`src/rtl/led_pattern_gen.sv`:
```
// led_pattern_gen: multi-channel LED pattern generator.
// Each channel runs its own period counter and shows OFF, ON, BLINK (50%)
// or PWM (programmable duty). Configuration arrives over a valid/ready port
// that accepts at most one request every two cycles. The LED and tick
// outputs are registered and reflect the counter value one cycle earlier.
module led_pattern_gen #(
  parameter int CHANNELS       = 3,
  parameter int CNT_W          = 25,
  parameter int DEFAULT_PERIOD = 24000000,
  parameter bit ACTIVE_LOW     = 1'b1,
  localparam int CH_W          = (CHANNELS > 1) ? $clog2(CHANNELS) : 1
) (
  input  logic                clk,
  input  logic                rst,
  input  logic                cfg_valid,
  output logic                cfg_ready,
  input  logic [CH_W-1:0]     cfg_chan,
  input  logic [1:0]          cfg_mode,
  input  logic [CNT_W-1:0]    cfg_period,
  input  logic [CNT_W-1:0]    cfg_duty,
  output logic                cfg_err,
  input  logic                resync,
  output logic [CHANNELS-1:0] led_n,
  output logic [CHANNELS-1:0] tick
);

  typedef enum logic [1:0] {
    MODE_OFF   = 2'd0,
    MODE_ON    = 2'd1,
    MODE_BLINK = 2'd2,
    MODE_PWM   = 2'd3
  } mode_e;

  localparam logic [CNT_W-1:0] DEF_PERIOD = CNT_W'(DEFAULT_PERIOD);
  localparam logic [CNT_W-1:0] DEF_DUTY   = CNT_W'(DEFAULT_PERIOD / 2);

  // Per-channel configuration and counters
  mode_e            mode_q   [CHANNELS];
  logic [CNT_W-1:0] period_q [CHANNELS];
  logic [CNT_W-1:0] duty_q   [CHANNELS];
  logic [CNT_W-1:0] cnt_q    [CNT_W > 0 ? CHANNELS : 1];
  logic [CNT_W-1:0] cnt_d    [CHANNELS];

  // Registered outputs
  logic [CHANNELS-1:0] led_n_q;
  logic [CHANNELS-1:0] tick_q;
  logic                cfg_err_q;
  logic                cfg_ready_q;

  // Combinational helpers
  logic                transfer_s;
  logic                chan_bad_s;
  logic [CNT_W-1:0]    eff_s  [CHANNELS];
  logic [CHANNELS-1:0] wrap_s;
  logic [CHANNELS-1:0] lit_s;
  logic [CHANNELS-1:0] sel_s;

  assign cfg_ready = cfg_ready_q;
  assign cfg_err   = cfg_err_q;
  assign led_n     = led_n_q;
  assign tick      = tick_q;

  // Decode the handshake, effective period, wrap point, lit state and next count
  always_comb begin
    transfer_s = cfg_valid && cfg_ready_q;
    chan_bad_s = (32'(cfg_chan) >= 32'(CHANNELS));
    for (int i = 0; i < CHANNELS; i++) begin
      // A zero period behaves like a period of one: the counter parks at 0
      eff_s[i]  = (period_q[i] == {CNT_W{1'b0}}) ? CNT_W'(1) : period_q[i];
      wrap_s[i] = (cnt_q[i] == (eff_s[i] - CNT_W'(1)));
      sel_s[i]  = transfer_s && !chan_bad_s && (cfg_chan == CH_W'(i));
      case (mode_q[i])
        MODE_OFF:   lit_s[i] = 1'b0;
        MODE_ON:    lit_s[i] = 1'b1;
        MODE_BLINK: lit_s[i] = (cnt_q[i] < (eff_s[i] >> 1));
        MODE_PWM:   lit_s[i] = (cnt_q[i] < duty_q[i]);
        default:    lit_s[i] = 1'b0;
      endcase
      if (resync || sel_s[i] || wrap_s[i]) begin
        cnt_d[i] = {CNT_W{1'b0}};
      end else begin
        cnt_d[i] = cnt_q[i] + CNT_W'(1);
      end
    end
  end

  // State and output registers; configuration lands on the target channel only
  always_ff @(posedge clk or posedge rst) begin
    if (rst) begin
      for (int i = 0; i < CHANNELS; i++) begin
        mode_q[i]   <= MODE_BLINK;
        period_q[i] <= DEF_PERIOD;
        duty_q[i]   <= DEF_DUTY;
        cnt_q[i]    <= {CNT_W{1'b0}};
      end
      led_n_q     <= {CHANNELS{ACTIVE_LOW}};
      tick_q      <= {CHANNELS{1'b0}};
      cfg_err_q   <= 1'b0;
      cfg_ready_q <= 1'b1;
    end else begin
      for (int i = 0; i < CHANNELS; i++) begin
        cnt_q[i]   <= cnt_d[i];
        led_n_q[i] <= lit_s[i] ^ ACTIVE_LOW;
        tick_q[i]  <= wrap_s[i];
        if (sel_s[i]) begin
          mode_q[i]   <= mode_e'(cfg_mode);
          period_q[i] <= cfg_period;
          duty_q[i]   <= cfg_duty;
        end
      end
      cfg_err_q   <= transfer_s && chan_bad_s;
      cfg_ready_q <= !transfer_s;
    end
  end

endmodule
```
`config.mk`:
```
export PLATFORM = sky130hd
export DESIGN_NAME = led_pattern_gen
export DESIGN_NICKNAME = d
export VERILOG_FILES = /design/src/rtl/led_pattern_gen.sv
export SDC_FILE = /design/constraint.sdc
export NUM_CORES = 1
export LEC_CHECK = 0
export CAP_MARGIN = 40
export CORE_ASPECT_RATIO = 0.5
export CORE_MARGIN = 5
export CORE_UTILIZATION = 35
export CTS_CLUSTER_DIAMETER = 100
export DETAILED_ROUTE_END_ITERATION = 6
export REMOVE_ABC_BUFFERS = 1
export SLEW_MARGIN = 25
export SYNTH_ARGS = -nofsm -noshare
export SYNTH_HDL_FRONTEND = slang
export SYNTH_SLANG_ARGS = --single-unit
```
`constraint.sdc`:
```
create_clock -name clk -period 12.35 [get_ports clk]
set_input_delay 3.705 -clock clk [delete_from_list [all_inputs] [get_ports clk]]
set_output_delay 3.705 -clock clk [all_outputs]
set_load 0.005 [all_outputs]
```
# Yosys cells after proc, flatten, opt, wreduce, memory -nomap -nowiden
# Cells that the tools add are included.
# classes
shifts	0
muxes	9
n_eq_ne	14
bitwise	3
n_reduce_logical	21
div	0
mul	0
addsub	6
magnitude_cmp	7
# op_table
op	count
2-to-1 mux 25 bit	6
adder 25 x 1 -> 25 bit, second input constant	3
equality test 25 bit	3
logical NOT 25 bit	3
less-than comparator 25 x 24 -> 1 bit	3
less-than comparator 25 bit	3
subtractor 25 x 1 -> 25 bit, second input constant	3
equality test 2 bit, second input constant	7
case mux 1 bit (4 select lines)	3
equality test 2 x 1 -> 1 bit, second input constant	4
logical NOT 2 bit	4
logical AND 1 bit	6
logical OR 1 bit	6
inverter 1 bit	3
>= comparator 2 bit, second input constant	1
logical NOT 1 bit	2
# totals
inputBits	58
word_cells	76
mem_bits_rw	0
rom_bits	0
memories	0
ff_bits	239
output_inout_bits	8
latchBits	0

# Longest topological paths before layout
# logic_depth
ltp_word	7
depth_mapped	17

# Least setup slack after synthesis
# OpenSTA, ideal clock, no wires.
# synth_timing
path_kind	input to register
startpoint	in cfg_valid
endpoint	reg duty_q[22] (netlist name)
required_ns	12.225
arrival_time_ns	4.730
setup_time_ns	0.125
stages	5
setup_slack_ns	7.496
path_cell_list	nand2_1 > nor2_1 > nand2_1 > clkbuf_1 > mux2_2
# synth_via
elab_chain_cells	3
# synth_rtl
element	line_no	text
start, declared	15	input logic cfg_valid,
logical AND 1 bit	65	transfer_s = cfg_valid && cfg_ready_q;
logical AND 1 bit (2 in series)	71	sel_s[i] = transfer_s && !chan_bad_s && (cfg_chan == CH_W'(i));
end signal, assigned by index	108	duty_q[i] <= cfg_duty;
end, declared	40	logic [CNT_W-1:0] duty_q [CHANNELS];
# No other way between the ends.
# A chain may end at the register's enable or synchronous reset.

==> summary.txt <==
num ports: 66
Clock transition at path regs: 0.06 ns
drt drc: 0
logic gate share of total power: 0.245
Cell Area, Synth: 15860 sq um
Hold Buf Count CTS: 0
cts bufs inserted: 27
max-cap check violation count: 0
fin. max-slew vios: 0
Netlist cell types: 71
Final setup viols: 0
worst slew pin tran: 0.8673 ns
H-Tree Level Count: 1
vias in the first global route: 11919
flops & latches, synth: 239
initial antenna violation count: 2
die area: 49920 sq um
Die Ht: 160.5 um
Vias: 12065
RR Startpoint: period_q[17]
crit path kind: primary input to register
Hold Path Cell Cnt: 1
Hold Vio Cnt, Final: 0
GRT overflow: 0
maximum buffer depth of the clock tree: 3
syn avg cell area: 9.599 sq um
most instantiated cells after synthesis: dfrtp_1, inv_1, ha_1, nor2_1, mux2_2
gpl congestion: 0.9326
CP endpoint kind: register
PwrDens: 137.5 nW/um^2
Power Internal: 1.681 mW
first-pass GRT wire length: 66.22 mm
Final ANT Viol Nets: 0
leakage: 8.085 nW
Switching Fraction: 0.3222
Root Driver: clkbuf_16
crit path max fanout: 84
fin crit period: 5.611 ns
peak supply drop: 106.1 uV
Worst Hold Path EP: led_n[0]
area of the multi-input gates: 8965 sq um
flop2flop setup slack: 7.66 ns
post-cts resize count: 0
Layout area overhead: 13.74%
gr usage total: 0.1644
Hold Worst Slack: 0.4533 ns
DP HPWL: 32.10 mm
Rel. slew slack: 0.4204
Final nets: 1912
sequential-to-total area share from yosys stat: 0.3824
Clock Sink Count: 239
Buffers on Ports: 65
synthesized instance count: 1652
Post-synth EDFFs: 0
Clk pwr share: 0.320
largest net degree at the start of global routing: 108
most numerous cell in the Yosys netlist: dfrtp_1
CP startpoint kind: primary input
dpl cell area: 17120 sq um
Starting Density: 0.3523
Worst Min Path Start: mode_q[4]
Post-synth top flop: dfrtp_1
final WL: 41.62 mm
setup TNS: 0 ns
top post-synthesis cells by area: dfrtp_1, ha_1, dfstp_2
reg2reg path depth: 13
status: finished, final reports clean
Vias/cell: 5.191
initial drt markers: 865
sequential power share: 0.435
Fmax: 0.1782 GHz
Synth area leader: dfrtp_1
final period utilization: 0.4543
fraction of registers with async set/reset: 1.000
RSZ-0062 raised after global routing: false
switching power: 0.7990 mW
Reg-to-Reg End: cnt_q[21]
clock latency on the worst-skew pair: 0.55 ns
min-delay worst type: register to register
fill count: 4450
Avg WL per Cell: 17.91 um
chip width: 311.0 um
Critical Path RT: 12.75 ns
share of the synthesized area in the top cell type: 0.2714
post-CTS setup repair buffer count: 0
Critical Path AT: 6.02 ns
Core Box Area: 45010 sq um
layout cells sized above 1: 0.1548
post-route cell area: 18040 sq um
clock skew: 0.01918 ns
Reg area: 6065 sq um
Rows: 55
YS warnings: 0
CTS tree: done
DRT Pass-1 Iters: 5
through the flow:
stage | worst slack [ns] | total power, mW | util | std cells
2_1_floorplan | 2.196 | 1.495 | - | 1599
3_3_place_gp | 6.203 | 1.675 | 0.3799 | 2272
3_5_place_dp | 6.169 | 1.692 | 0.3804 | 2273
4_1_cts | 6.753 | 2.499 | 0.3994 | 2320
5_1_grt | 6.564 | 2.632 | 0.4007 | 2323
6_report | 6.739 | 2.480 | 0.4008 | 2324
routing by layer:
layer  GRT usage  part of all wire
met1      0.2357              0.50
met4     0.04166             0.026
met3     0.02115             0.032
met2      0.2648              0.45
met5           0                 0
worst max-delay path by stage:
stage	from	to	slack (ns)
final	cfg_valid	cnt_q[52]	6.74
after global placement	cfg_valid	cnt_q[71]	6.20
after CTS	cfg_valid	cnt_q[52]	6.75
after global routing	cfg_chan[1]	cnt_q[58]	6.56
after floorplan	rst	cfg_err	2.20
after detailed placement	cfg_chan[1]	cnt_q[52]	6.17
power groups by stage:
stage | clock network, mW | logic, mW | registers (mW)
CTS | 0.815 | 0.608 | 1.08
global placement | 0 | 0.591 | 1.08
floorplan | 0 | 0.453 | 1.04
detailed placement | 0 | 0.605 | 1.09
finish | 0.794 | 0.608 | 1.08
global route | 0.848 | 0.688 | 1.10
cell families after synthesis:
kind of cell               after synthesis  share of synthesized area
xor gates and xnor gates               151                    0.08340
AOI/OAI and AO/OA                      265                     0.1096
and+or+nand+nor                        522                     0.1726
buffers and inverters                  210                    0.05294
DFF                                    239                     0.3824
adders and majority gates              147                     0.1160
muxes                                  118                    0.08308
sequential cells by signal (all words and copies together), names as in the netlist:
signal and flops:
cfg_err 1, mode_q 6, tick 3, led_n 3, cfg_ready 1, duty_q 75, period_q 75, cnt_q 75
final cells by class:
cell class	instances	area share
inverters	157	0.03309
clock buffers	35	0.04079
clock inverters	12	0.006521
repair buffers	79	0.04468
well taps	598	0.04148
multi-input cells	1203	0.4971
diodes	1	0.0001387
flip-flops and latches	239	0.3362
worst max-delay path: stages:
cell and delay, ns:
clkdlybuf4s50_1 0.48, nand2_1 0.11, nor3_2 0.23, buf_4 0.27
buf_4 0.58, nor2_1 0.18, o21ai_4 0.30, nor2_1 0.12
placed cells by master, fill, tap and decap left out, types with 12 or more instances in the layout:
| cell type | count |
|---|---|
| nor2_1 | 137 |
| a21o_1 | 29 |
| and3_1 | 27 |
| o21ai_0 | 89 |
| nand2b_1 | 13 |
| nor4_1 | 33 |
| nor3_1 | 38 |
| inv_1 | 156 |
| or4_1 | 12 |
| ha_1 | 147 |
| a21oi_1 | 49 |
| nand2_1 | 94 |
| xnor2_1 | 78 |
| nand3_1 | 44 |
| xor2_1 | 73 |
| mux2_2 | 109 |
| clkdlybuf4s50_1 | 65 |
| clkbuf_16 | 27 |
| dfrtp_1 | 172 |
| nand4_1 | 50 |
| dfstp_2 | 67 |
| or3_1 | 14 |
No activity file was read; power rests on OpenSTA's default activity.
